[config.mk]
export PLATFORM = sky130hd
export DESIGN_NAME = div_event_scheduler
export DESIGN_NICKNAME = d
export VERILOG_FILES = /design/src/rtl/div_event_scheduler.sv
export SDC_FILE = /design/constraint.sdc
export NUM_CORES = 1
export LEC_CHECK = 0
export ABC_AREA = 1
export BUFFER_PORTS_ARGS = -buffer_cell sky130_fd_sc_hd__buf_4
export CAP_MARGIN = 10
export CORE_UTILIZATION = 41
export DETAILED_ROUTE_END_ITERATION = 10
export PLACE_DENSITY = 0.63
export SLEW_MARGIN = 20
export SYNTH_ARGS = -nofsm -noshare
export SYNTH_HDL_FRONTEND = slang
export SYNTH_SLANG_ARGS = --single-unit
[constraint.sdc]
create_clock -name CLK -period 3.1 [get_ports CLK]
set_clock_uncertainty 0.2 [all_clocks]
set_input_delay 0.31 -clock CLK [delete_from_list [all_inputs] [get_ports CLK]]
set_output_delay 0.31 -clock CLK [all_outputs]
set_load 0.005 [all_outputs]
[src/rtl/div_event_scheduler.sv]
// div_event_scheduler
//   Shared divide-by-N event engine. Up to NUM_CH requesters ask for
//   "signal me after N events". One request is granted at a time. The
//   granted job counts EVT strobes up to its divisor. Completion is then
//   held on a 4-phase REQ/GNT/DONE handshake.
//
// Configuration macro:
//   DIVSCHED_RR_EN  defined   : round-robin arbitration. The search starts
//                               at an internal pointer, and the pointer moves
//                               past each winner (grant or rejection).
//                   undefined : fixed priority, lowest index wins.
//
// Ports:
//   CLK    in   1           clock; all state changes on the falling edge
//   CLEAR  in   1           asynchronous active-high reset
//   REQ    in   NUM_CH      per-channel request level
//   DIV    in   NUM_CH*CW   per-channel divisor, channel i at DIV[i*CW +: CW]
//   EVT    in   1           event strobe, one event per high cycle
//   GNT    out  NUM_CH      one-hot grant, zero when idle
//   DONE   out  NUM_CH      one-hot completion level of the granted channel
//   ERR    out  NUM_CH      one-cycle pulse when a zero divisor is rejected
//   BUSY   out  1           a job is counting or waiting for release
//   Count  out  CW          event count of the active job
//
// state   | meaning
// --------+-----------------------------------------------------------
// S_IDLE  | no job; arbitrate among REQ, reject zero divisors
// S_COUNT | job granted; count EVT until divisor reached, abort on REQ drop
// S_REL   | DONE held until the winner drops REQ
module div_event_scheduler #(
  parameter int NUM_CH = 4,
  parameter int CW     = 8
) (
  input  logic                 CLK,
  input  logic                 CLEAR,
  input  logic [NUM_CH-1:0]    REQ,
  input  logic [NUM_CH*CW-1:0] DIV,
  input  logic                 EVT,
  output logic [NUM_CH-1:0]    GNT,
  output logic [NUM_CH-1:0]    DONE,
  output logic [NUM_CH-1:0]    ERR,
  output logic                 BUSY,
  output logic [CW-1:0]        Count
);

  localparam int IW  = (NUM_CH > 1) ? $clog2(NUM_CH) : 1;
  localparam int IW1 = IW + 1;

  typedef enum logic [1:0] {
    S_IDLE  = 2'd0,
    S_COUNT = 2'd1,
    S_REL   = 2'd2
  } state_t;

  state_t              state_q, state_d;
  logic [IW-1:0]       win_q, win_d;
  logic [CW-1:0]       div_q, div_d;
  logic [CW-1:0]       cnt_q, cnt_d;
  logic [NUM_CH-1:0]   err_q, err_d;
`ifdef DIVSCHED_RR_EN
  logic [IW-1:0]       ptr_q, ptr_d;
`endif

  logic                any_req;
  logic                found;
  logic [IW1-1:0]      cand;
  logic [IW-1:0]       win;
  logic [CW-1:0]       win_div;

  // Arbiter: the first requesting channel found, scanning upward from the
  // start index with wrap-around.
  always_comb begin
    any_req = |REQ;
    found   = 1'b0;
    win     = '0;
    cand    = '0;
    for (int k = 0; k < NUM_CH; k++) begin
`ifdef DIVSCHED_RR_EN
      cand = {1'b0, ptr_q} + IW1'(k);
      if (cand >= IW1'(NUM_CH)) cand = cand - IW1'(NUM_CH);
`else
      cand = IW1'(k);
`endif
      if (!found && REQ[cand[IW-1:0]]) begin
        found = 1'b1;
        win   = cand[IW-1:0];
      end
    end
    win_div = DIV[win*CW +: CW];
  end

  // State register
  always_ff @(negedge CLK or posedge CLEAR) begin
    if (CLEAR) begin
      state_q <= S_IDLE;
      win_q   <= '0;
      div_q   <= '0;
      cnt_q   <= '0;
      err_q   <= '0;
`ifdef DIVSCHED_RR_EN
      ptr_q   <= '0;
`endif
    end else begin
      state_q <= state_d;
      win_q   <= win_d;
      div_q   <= div_d;
      cnt_q   <= cnt_d;
      err_q   <= err_d;
`ifdef DIVSCHED_RR_EN
      ptr_q   <= ptr_d;
`endif
    end
  end

  // Next-state and datapath
  always_comb begin
    state_d = state_q;
    win_d   = win_q;
    div_d   = div_q;
    cnt_d   = cnt_q;
    err_d   = '0;
`ifdef DIVSCHED_RR_EN
    ptr_d   = ptr_q;
`endif
    case (state_q)
      S_IDLE: begin
        if (any_req) begin
`ifdef DIVSCHED_RR_EN
          ptr_d = (win == IW'(NUM_CH - 1)) ? '0 : win + 1'b1;
`endif
          if (win_div == '0) begin
            err_d[win] = 1'b1;
          end else begin
            state_d = S_COUNT;
            win_d   = win;
            div_d   = win_div;
            cnt_d   = '0;
          end
        end
      end
      S_COUNT: begin
        // A dropped request aborts even when EVT is high on the same edge.
        if (!REQ[win_q]) begin
          state_d = S_IDLE;
          cnt_d   = '0;
        end else if (EVT) begin
          if (cnt_q == div_q - 1'b1) begin
            cnt_d   = '0;
            state_d = S_REL;
          end else begin
            cnt_d = cnt_q + 1'b1;
          end
        end
      end
      S_REL: begin
        if (!REQ[win_q]) state_d = S_IDLE;
      end
      default: state_d = S_IDLE;
    endcase
  end

  // Outputs
  always_comb begin
    GNT  = '0;
    DONE = '0;
    if (state_q != S_IDLE) GNT[win_q]  = 1'b1;
    if (state_q == S_REL)  DONE[win_q] = 1'b1;
    BUSY  = (state_q != S_IDLE);
    ERR   = err_q;
    Count = cnt_q;
  end

endmodule

---- Yosys cells after proc, flatten, opt, wreduce, memory -nomap -nowiden ----
Cells that the tools add are included.
cells by class
  add/subtract/negate cells ............... 2
  $lt $le $gt $ge ......................... 4
  equality and inequality tests ........... 8
  shift operators ......................... 1
  mux-type cells .......................... 30
  bitwise logic cells ..................... 1
  reductions and logical operators ........ 16
operators by type and width
  kind                 count
  $mux 8               5
  $shiftx 32x6->8      1
  $mux 4               5
  $mux 2               8
  $pmux 8 s2           1
  $add 8x1->8 const B  1
  $eq 8x8->1           1
  $logic_not 8->1      1
  $sub 8x1->8 const B  1
  $mux 1               7
  $lt 2x3->1 const B   2
  $ne 2x2->1 const B   3
  $ne 3x3->1 const B   2
  $pmux 2 s3           1
  $logic_and 1x1->1    5
  $reduce_and 5->1     1
  $demux 1 s2          2
  $ge 2x1->1 const B   2
  $reduce_and 4->1     1
  $reduce_bool 2->1    2
  $reduce_or 4->1      1
  $logic_not 1->1      3
  $reduce_and 3->1     1
  $bmux 1 s2           1
  4 further kinds      4
word-level totals
  bits in registers ....................... 24
  output and inout port bits .............. 21
  logic and storage cells ................. 67

---- Logic depth before layout (Yosys ltp) ----
Gate-level depths: netlist (run 1).
  depth after elaboration ................. 17
  depth in mapped cells ................... 14
  mapped depth without buffers ............ 14

==> impl_metrics.tcl, run 1 <==
set metrics [dict create \
    floorplan.die.height_um 70.9 \
    grt_max_degree 25 \
    yosys.area_share.simple 0.464 \
    crit_path_cell_trace "buf_8 -> nor2_4 -> buf_6 -> buf_12 -> nand3_1 -> nand3_2 -> nor2_2 -> nand2_2 -> nor2_4 -> nand2_4 -> nand2_4 -> buf_12 -> o21ai_2" \
    powerDensity_nw_per_um2 618 \
    clk_path_buf_depth 2 \
    cp_num_cells 13 \
    cts.htree.levels 1 \
    ir_worst_vdd_uv 454 \
    yosysTopAreaCell "dfrtn_1" \
    cp_slowest_stage_delay_ns 0.17 \
    ios 60 \
    p_int_mw 1.24 \
    synth_area_leaders "dfrtn_1 31%, nand2_1 15%, nand3_1 13%, nor2_1 8.3%, inv_1 6.2%" \
    ys_seq_elements 24 \
    synth_top_cell_area_share 0.309 \
    ant_nets 0 \
    synth_mux_area_frac 0 \
    routedWlPerCell_um 15.1 \
    synthArstFlopShare 1.00 \
    postSynthAreaPerCell_sq_um 6.55 \
    synth_nets 338 \
    syn_area_sq_um 1950 \
    synth_compound_area_frac 0.0476 \
    clk_pin_slew_ns 0.05 \
    maxCapViolations 0 \
    drv_slew 0 \
    synth_ff_type "dfrtn_1" \
    layout_commonest_cell "buf_4" \
    worst_setup_path_end_kind "flip-flop" \
    cp_top_family "simple AND/OR/NAND/NOR gates" \
    fillCellCount 264 \
    setup-tns-final_ns -5.13 \
    cts-root-buf "clkbuf_8" \
    clkPwrFrac 0.125 \
    ys_warn_count 0 \
    rsz0062_at_grt "yes" \
    diodes 0 \
    hold_class "flip-flop to flip-flop" \
    gr-usage-all-layers 0.238 \
    synth_edf_count 0 \
    dr.pass1.iters 4 \
    crit_arrival_ns 1.67 \
    hold_viol_final 0 \
    drcViolationCount 0 \
    synth_cell_type_count 26 \
    cp-startpoint "REQ[1]" \
    worst_slack_ns -0.197 \
    power.switching_uw 954 \
    switching_share 0.435 \
    crit_path_top_delay_cell "nor2_2" \
    syn_to_final_growth_pct 82.3 \
    vias 2457 \
    r2r-start "state_q[1]" \
    post-place-ws_ns -0.468 \
    power_frac_seq 0.235 \
    p_leak_nw 1.88 \
    ff2ff_setup_slack_ns -0.09 \
    rows 24 \
    startpoint_type "input pin" \
    grt_pass1_wl_um 9560 \
    wirelength_um 7240 \
    core_area_sq_um 4440 \
    initial_core_util 0.438 \
    cts_sinks 24 \
    r2r-end "div_q[4]" \
    tritoncts "yes" \
    post-route-util 0.798 \
    path_buf_inv 4 \
    vias_per_cell 5.12 \
    crit_type "input pin to flip-flop" \
    io_buffers 59 \
    die_w_um 70.9 \
    grt_pass1_vias 2188 \
    ys_seq_area_frac 0.309 \
    violations "negative setup slack" \
    power_mw 2.19 \
    cts.hold.buffers_added 0 \
    overflow 0 \
    nets 470 \
    maxSlewHeadroom 0.793 \
    worst_pin_slew_ns 0.308 \
    gp_congestion 0.831 \
    synth_cells 297 \
    status "complete, but fails checks" \
    p_comb_frac 0.640 \
    worstSkewPairLatency_ns 0.28 \
    reg2reg_depth 21 \
    synth_top_family_by_area "simple AND/OR/NAND/NOR gates" \
    required_ns 1.47 \
    synth_xor_xnor_area_share 0.0675 \
    synthAdderAreaFrac 0.0129 \
    antenna_found_initial 0 \
    timing.hold.ws_ns 0.261 \
    final_cell_mix "116 x buf_4, 65 x nand2_1, 27 x inv_1, 27 x nor2_1, 25 x nand3_2" \
    crit_fanout 16 \
    dp_hpwl_um 4080 \
    drive_gt1_frac 0.556 \
    drt_iter0_drc 103 \
    fp.dieArea_sq_um 5020 \
    cts_buffers 3 \
    crit_end "div_q[0]" \
    setup_viol 33 \
]
-- worst register-to-register path, stage by stage, from the launching register on --
cell and delay, ns:
dfrtn_1 0.38, nor2_1 0.10, buf_4 0.18, inv_4 0.05, buf_4 0.13, buf_4 0.12
buf_4 0.12, buf_4 0.12, buf_4 0.13, buf_4 0.13, buf_4 0.12, buf_4 0.12
buf_4 0.12, buf_4 0.12, buf_4 0.12, buf_4 0.12, buf_4 0.14, nor2_4 0.14
nand2_4 0.08, buf_12 0.15, nand2_1 0.08, o21ai_2 0.06
-- through the flow --
| stage | area [sq um] | instances |
|---|---|---|
| after floorplan | 2020 | 297 |
| after global placement | 2790 | 438 |
| after detailed placement | 2790 | 438 |
| after CTS | 3150 | 468 |
| after global routing | 3550 | 480 |
| final | 3550 | 480 |
-- routing by layer --
layer  part of all wire  track usage  up-vias  wire length [um]
met5                  0            0        -                 0
met4              0.039       0.0689        0               285
li1                   -            -     1190                 -
met2               0.52        0.441      104              3780
met3              0.056       0.0313       30               405
met1               0.38        0.288     1133              2780
-- how the worst min path moves through the flow --
stage	from	slack (ns)	cells past startpoint	endpoint
6_report	div_q[7]	0.26	2	div_q[7]
5_1_grt	div_q[7]	0.27	2	div_q[7]
4_1_cts	div_q[7]	0.26	2	div_q[7]
3_5_place_dp	div_q[7]	0.26	2	div_q[7]
3_3_place_gp	div_q[7]	0.26	2	div_q[7]
2_1_floorplan	div_q[7]	0.24	2	div_q[7]
-- what timing repair did --
| item | 4_1_cts | 5_1_grt |
|---|---|---|
| gates cloned | 1 | 3 |
| setup buffers | 26 | 9 |
| gates resized for setup | 23 | 66 |
| endpoints found under the setup margin | 31 | 33 |
| pin swaps | 7 | 19 |
| endpoints found under the hold margin | 0 | 0 |
-- cell families after synthesis --
| logic type | Yosys count |
|---|---|
| and+or+nand+nor | 196 |
| adders and majority gates | 2 |
| buffers and inverters | 46 |
| xor gates and xnor gates | 15 |
| DFF | 24 |
| AOI/OAI and AO/OA | 14 |
-- power groups by stage --
stage,Clock (mW),Sequential [mW],Combinational (mW)
final,0.275,0.516,1.40
after global routing,0.291,0.526,1.52
after CTS,0.277,0.501,1.20
after detailed placement,0,0.505,0.975
after global placement,0,0.501,0.957
after floorplan,0,0.481,0.668
-- registers in the layout, indices dropped and copies added (netlist names) --
name     count
state_q      2
ERR          4
win_q        2
Count        8
div_q        8
-- cells in the mapped netlist (all sizes together), types with 2 or more instances --
master	count
xnor2	6
o21ai	13
dfrtn	24
nand2	81
xor2	9
buf	4
nor2	56
nand3	51
clkbuf	3
nor3	5
inv	39
ha	2
-- area by class of cell --
| cell class | instances | area [sq um] | area share |
|---|---|---|---|
| multi-input combinational | 229 | 1540 | 0.435 |
| timing repair buffer | 132 | 1110 | 0.314 |
| sequential | 24 | 601 | 0.169 |
| inverter | 39 | 156 | 0.0441 |
| tap | 52 | 65.1 | 0.0183 |
| clock buffer | 3 | 41.3 | 0.0116 |
| clock inverter | 1 | 30.0 | 0.00847 |
No activity file was read; power rests on OpenSTA's default activity.
==> inputs of run 2 (changes only) <==
ABC_AREA = 0   (was 1)
==> impl_metrics.tcl, run 2 <==
set metrics [dict create \
    fin_cells 375 \
    required_ns 1.48 \
    p_leak_nw 1.44 \
    grt.met1_usage 0.270 \
    fin_area_sq_um 3080 \
    worst_slack_ns -0.828 \
    layout_commonest_cell "buf_4" \
    synth_cell_type_count 51 \
    drcViolationCount 0 \
    nets 365 \
    reg2reg_depth 8 \
    r2r-end "Count[4]" \
    rsz0062_at_grt "yes" \
    maxCapViolations 0 \
    ys_warn_count 0 \
    overflow 0 \
    synth_ff_type "dfrtn_1" \
    synthArstFlopShare 1.00 \
    startpoint_type "input pin" \
    tritoncts "yes" \
    cts_buffers 3 \
    clk_path_buf_depth 2 \
    final_cell_mix "103 x buf_4, 24 x dfrtn_1, 14 x nor2_1" \
    ios 60 \
    syn_area_sq_um 1900 \
    io_buffers 59 \
    floorplan.die.height_um 70.0 \
    crit_arrival_ns 2.31 \
    placed_cells 339 \
    grt_pass1_wl_um 8500 \
    worstSkewPairLatency_ns 0.28 \
    drv_slew 0 \
    fp.dieArea_sq_um 4910 \
    hold_viol_final 0 \
    antenna_found_initial 0 \
    synth_top_cell_area_share 0.316 \
    ff2ff_setup_slack_ns 0.29 \
    crit_path_frequent_cell "buf_4" \
    synth_nets 250 \
    cts.htree.levels 1 \
    violations "negative setup slack" \
    ant_nets 0 \
    worst_setup_path_end_kind "flip-flop" \
    clk_pin_slew_ns 0.06 \
    cp_slowest_stage_delay_ns 0.65 \
    cp-startpoint "REQ[2]" \
    initial_core_util 0.430 \
    synth_cells 209 \
    placed_area_sq_um 2570 \
    worst_pin_slew_ns 0.584 \
    ys_seq_elements 24 \
    vias_per_cell 5.40 \
    powerDensity_nw_per_um2 591 \
    yosysTopAreaCell "dfrtn_1" \
    synth_most_common_cell "dfrtn_1" \
    ir_worst_vdd_uv 284 \
    core_area_sq_um 4410 \
    crit_end "Count[5]" \
    crit_type "input pin to flip-flop" \
    syn_to_final_growth_pct 62.2 \
    crit_path_top_delay_cell "or4_4" \
    hold_class "flip-flop to flip-flop" \
    power_mw 1.82 \
    post-place-ws_ns -1.14 \
    vias 2024 \
    maxSlewHeadroom 0.607 \
    setup-tns-final_ns -17.69 \
    diodes 0 \
    synth_area_leaders "dfrtn_1 32%, nor2_1 4.5%, mux2_1 3.6%, xor2_1 2.8%, a22oi_1 2.4%" \
    grt_pass1_vias 1882 \
    grt_max_degree 25 \
    crit_path_cell_trace "buf_4 -> buf_4 -> nor4b_1 -> a211oi_1 -> nand4_1 -> or4_4 -> a21oi_4 -> mux2i_1 -> nor3_2" \
    rows 24 \
    drt_iter0_drc 75 \
    grt_use_met2 0.382 \
    gp_congestion 0.800 \
    dp_hpwl_um 3720 \
    synth_commonest_cells "24 x dfrtn_1, 23 x nor2_1, 12 x nand2_1" \
    status "complete, but fails checks" \
    gr-usage-all-layers 0.211 \
    wirelength_um 5260 \
    path_buf_inv 2 \
    busiest_layer "met2" \
    drive_gt1_frac 0.517 \
    ys_seq_area_frac 0.316 \
    cts_sinks 24 \
    cp_top_family "simple AND/OR/NAND/NOR gates" \
    dr.pass1.iters 6 \
    global_route.usage.met3 0.0245 \
    routedWlPerCell_um 14.0 \
    die_w_um 70.0 \
    r2r-start "div_q[2]" \
    setup_viol 32 \
    cp_num_cells 9 \
    cts-root-buf "clkbuf_8" \
    synth_edf_count 0 \
    crit_fanout 9 \
    postSynthAreaPerCell_sq_um 9.08 \
]
run 2: metrics by stage:
stage / hold slack (ns) / utilization
2_1_floorplan: 0.245 / -
3_3_place_gp: 0.258 / 0.582
3_5_place_dp: 0.266 / 0.582
4_1_cts: 0.283 / 0.654
5_1_grt: 0.315 / 0.698
6_report: 0.284 / 0.698
run 2: what timing repair did:
item	CTS	global route
gates cloned	1	0
endpoints found under the setup margin	33	33
buffers inserted	17	14
hold buffers	0	0
gates resized for setup	29	23
pin swaps	8	14
run 2: cells by family (layout without fill, tap and decap cells):
group | Yosys count | after routing | share of synthesized area
AOI/OAI and AO/OA | 48 | 48 | 0.187
DFF | 24 | 24 | 0.316
and+or+nand+nor | 97 | 98 | 0.321
buffers and inverters | 19 | 132 | 0.0573
xor gates and xnor gates | 9 | 9 | 0.0415
adders and majority gates | 2 | 2 | 0.0132
muxes | 10 | 10 | 0.0633
run 2: area by class of cell:
cell class	count	area [sq um]
tap	52	65.1
multi-input combinational	167	1340
inverter	9	33.8
timing repair buffer	119	983
fill	343	1340
sequential	24	601
clock buffer	4	55.1
run 2: power by group:
part           leakage, nW  total, mW  internal, mW  switching [mW]
Combinational         1.10       1.06         0.609           0.454
Clock               0.0288      0.217         0.113           0.104
Sequential           0.312      0.541         0.407           0.135
Total                 1.44       1.82          1.13           0.692
run 2: metal layers:
metal | vias up | share of wire
li1 | 1012 | -
met5 | - | 0
met4 | 0 | 0.0080
met1 | 949 | 0.44
met3 | 4 | 0.036
met2 | 59 | 0.52
run 2: worst min path at each step:
stage	startpoint	to	slack, ns	cells past startpoint
after floorplan	div_q[7]	div_q[7]	0.24	1
after global placement	div_q[7]	div_q[7]	0.26	1
after detailed placement	div_q[7]	div_q[7]	0.27	1
after CTS	div_q[7]	div_q[7]	0.28	1
after global routing	div_q[7]	div_q[7]	0.32	1
final	div_q[7]	div_q[7]	0.28	1
run 2: worst reg2reg max path, delay by kind of cell, from the launching register on:
kind,cells,cell delay (ns)
and+or+nand+nor,4,1.32
AOI/OAI and AO/OA,3,0.52
DFF,1,0.43
buffers and inverters,1,0.17
==> inputs of run 3 (changes only) <==
CORE_ASPECT_RATIO = 1.75   (was default)
CTS_CLUSTER_DIAMETER = 120   (was default)
GPL_TIMING_DRIVEN = 0   (was default)
==> impl_metrics.tcl, run 3 (same netlist as run 2, synthesis figures left out) <==
set metrics [dict create \
    status "complete, but fails checks" \
    violations "negative setup slack" \
    vias_per_cell 5.79 \
    hold_class "flip-flop to flip-flop" \
    placed_cells 317 \
    placed_area_sq_um 2420 \
    fp.dieArea_sq_um 4920 \
    grt_pass1_wl_um 9160 \
    crit_fanout 9 \
    rsz0062_at_grt "yes" \
    die_w_um 53.4 \
    grt_pass1_vias 2005 \
    grt_max_degree 25 \
    tritoncts "yes" \
    powerDensity_nw_per_um2 663 \
    antenna_found_initial 0 \
    crit_type "input pin to flip-flop" \
    ir_worst_vdd_uv 343 \
    gr-usage-all-layers 0.251 \
    drv_slew 0 \
    p_int_mw 1.21 \
    timing.hold.ws_ns 0.276 \
    floorplan.die.height_um 92.0 \
    worst_slack_ns -0.911 \
    cts-root-buf "clkbuf_8" \
    gp_congestion 0.809 \
    drive_gt1_frac 0.489 \
    cts_sinks 24 \
    syn_to_final_growth_pct 57.6 \
    worst_pin_slew_ns 0.936 \
    routedWlPerCell_um 16.5 \
    reg2reg_depth 22 \
    final_cell_mix "84 x buf_4, 24 x dfrtn_1, 13 x nor2_1" \
    startpoint_type "input pin" \
    r2r-end "ERR[2]" \
    drt_iter0_drc 44 \
    cts.htree.levels 1 \
    setup_viol 32 \
    layout_commonest_cell "buf_4" \
    dr.pass1.iters 4 \
    post-place-ws_ns -1.41 \
    initial_core_util 0.431 \
    cts.hold.buffers_added 0 \
    maxCapViolations 0 \
    hold_viol_final 0 \
    overflow 0 \
    ff2ff_setup_slack_ns -0.25 \
    required_ns 1.48 \
    wirelength_um 5940 \
    cp-startpoint "REQ[2]" \
    core_area_sq_um 4400 \
    ant_nets 0 \
    worstSkewPairLatency_ns 0.28 \
    cts_buffers 3 \
    p_leak_nw 1.37 \
    crit_arrival_ns 2.39 \
    dp_hpwl_um 4040 \
    diodes 0 \
    clk_pin_slew_ns 0.06 \
    drcViolationCount 0 \
    worst_setup_path_end_kind "flip-flop" \
    io_buffers 57 \
    vias 2084 \
    power_frac_seq 0.273 \
    r2r-start "state_q[1]" \
    clkPwrFrac 0.096 \
    clk_path_buf_depth 2 \
    nets 352 \
    rows 32 \
    switching_share 0.388 \
    maxSlewHeadroom 0.375 \
    power.switching_uw 769 \
    ios 60 \
    p_comb_frac 0.631 \
    setup-tns-final_ns -20.47 \
    fin_area_sq_um 2990 \
    fin_cells 360 \
    crit_end "div_q[2]" \
]
[run 3: changes by cell type in the layout (fill, tap and decap cells not counted), sizes merged]
cell / delta
clkbuf: +1
nand3: -1
buf: -14
[run 3: timing repair]
item,in CTS,in global routing
cloned,1,0
gates resized for setup,27,27
pin swaps,12,11
endpoints found under the setup margin,32,33
buffers inserted,30,10
[run 3: critical path, cell delays in order]
cell and delay (ns):
buf_4 0.15, and4bb_2 0.22, a211oi_1 0.34, nand4_1 0.16
or4_4 0.63, nand3_4 0.14, buf_8 0.14, mux2_4 0.29
[run 3: final cells by class]
cell class | count | area [sq um]
plain buffers | 10 | 109
clock buffers | 3 | 41.3
fillers | 360 | 1410
flip-flops and latches | 24 | 601
repair buffers | 97 | 801
well taps | 51 | 63.8
multi-input cells | 166 | 1340
inverters | 9 | 33.8
[run 3: how the worst min path moves through the flow]
stage                         from  endpoint  slack (ns)  depth (start not counted)
after floorplan           div_q[7]  div_q[7]        0.24                          1
after global placement    div_q[7]  div_q[7]        0.26                          1
after detailed placement  div_q[7]  div_q[7]        0.27                          1
after CTS                 div_q[7]  div_q[7]        0.28                          1
after global routing      div_q[7]  div_q[7]        0.30                          1
final                     div_q[7]  div_q[7]        0.28                          1
[run 3: metal layers]
| layer | track usage | part of all wire | up-vias |
|---|---|---|---|
| met2 | 0.476 | 0.58 | 73 |
| met1 | 0.246 | 0.34 | 995 |
| li1 | - | - | 987 |
| met3 | 0.0249 | 0.033 | 29 |
| met4 | 0.132 | 0.050 | 0 |
| met5 | 0 | 0 | - |
[run 3: metrics by stage]
stage / power (mW) / util
global route: 2.10 / 0.679
detailed placement: 1.21 / 0.550
finish: 1.98 / 0.679
floorplan: 0.982 / -
CTS: 1.75 / 0.641
global placement: 1.20 / 0.550
[run 3: power groups by stage]
stage | logic (mW) | clock network [mW] | registers, mW
2_1_floorplan | 0.472 | 0 | 0.510
3_3_place_gp | 0.660 | 0 | 0.543
3_5_place_dp | 0.669 | 0 | 0.544
4_1_cts | 1.02 | 0.192 | 0.539
5_1_grt | 1.34 | 0.206 | 0.555
6_report | 1.25 | 0.190 | 0.541
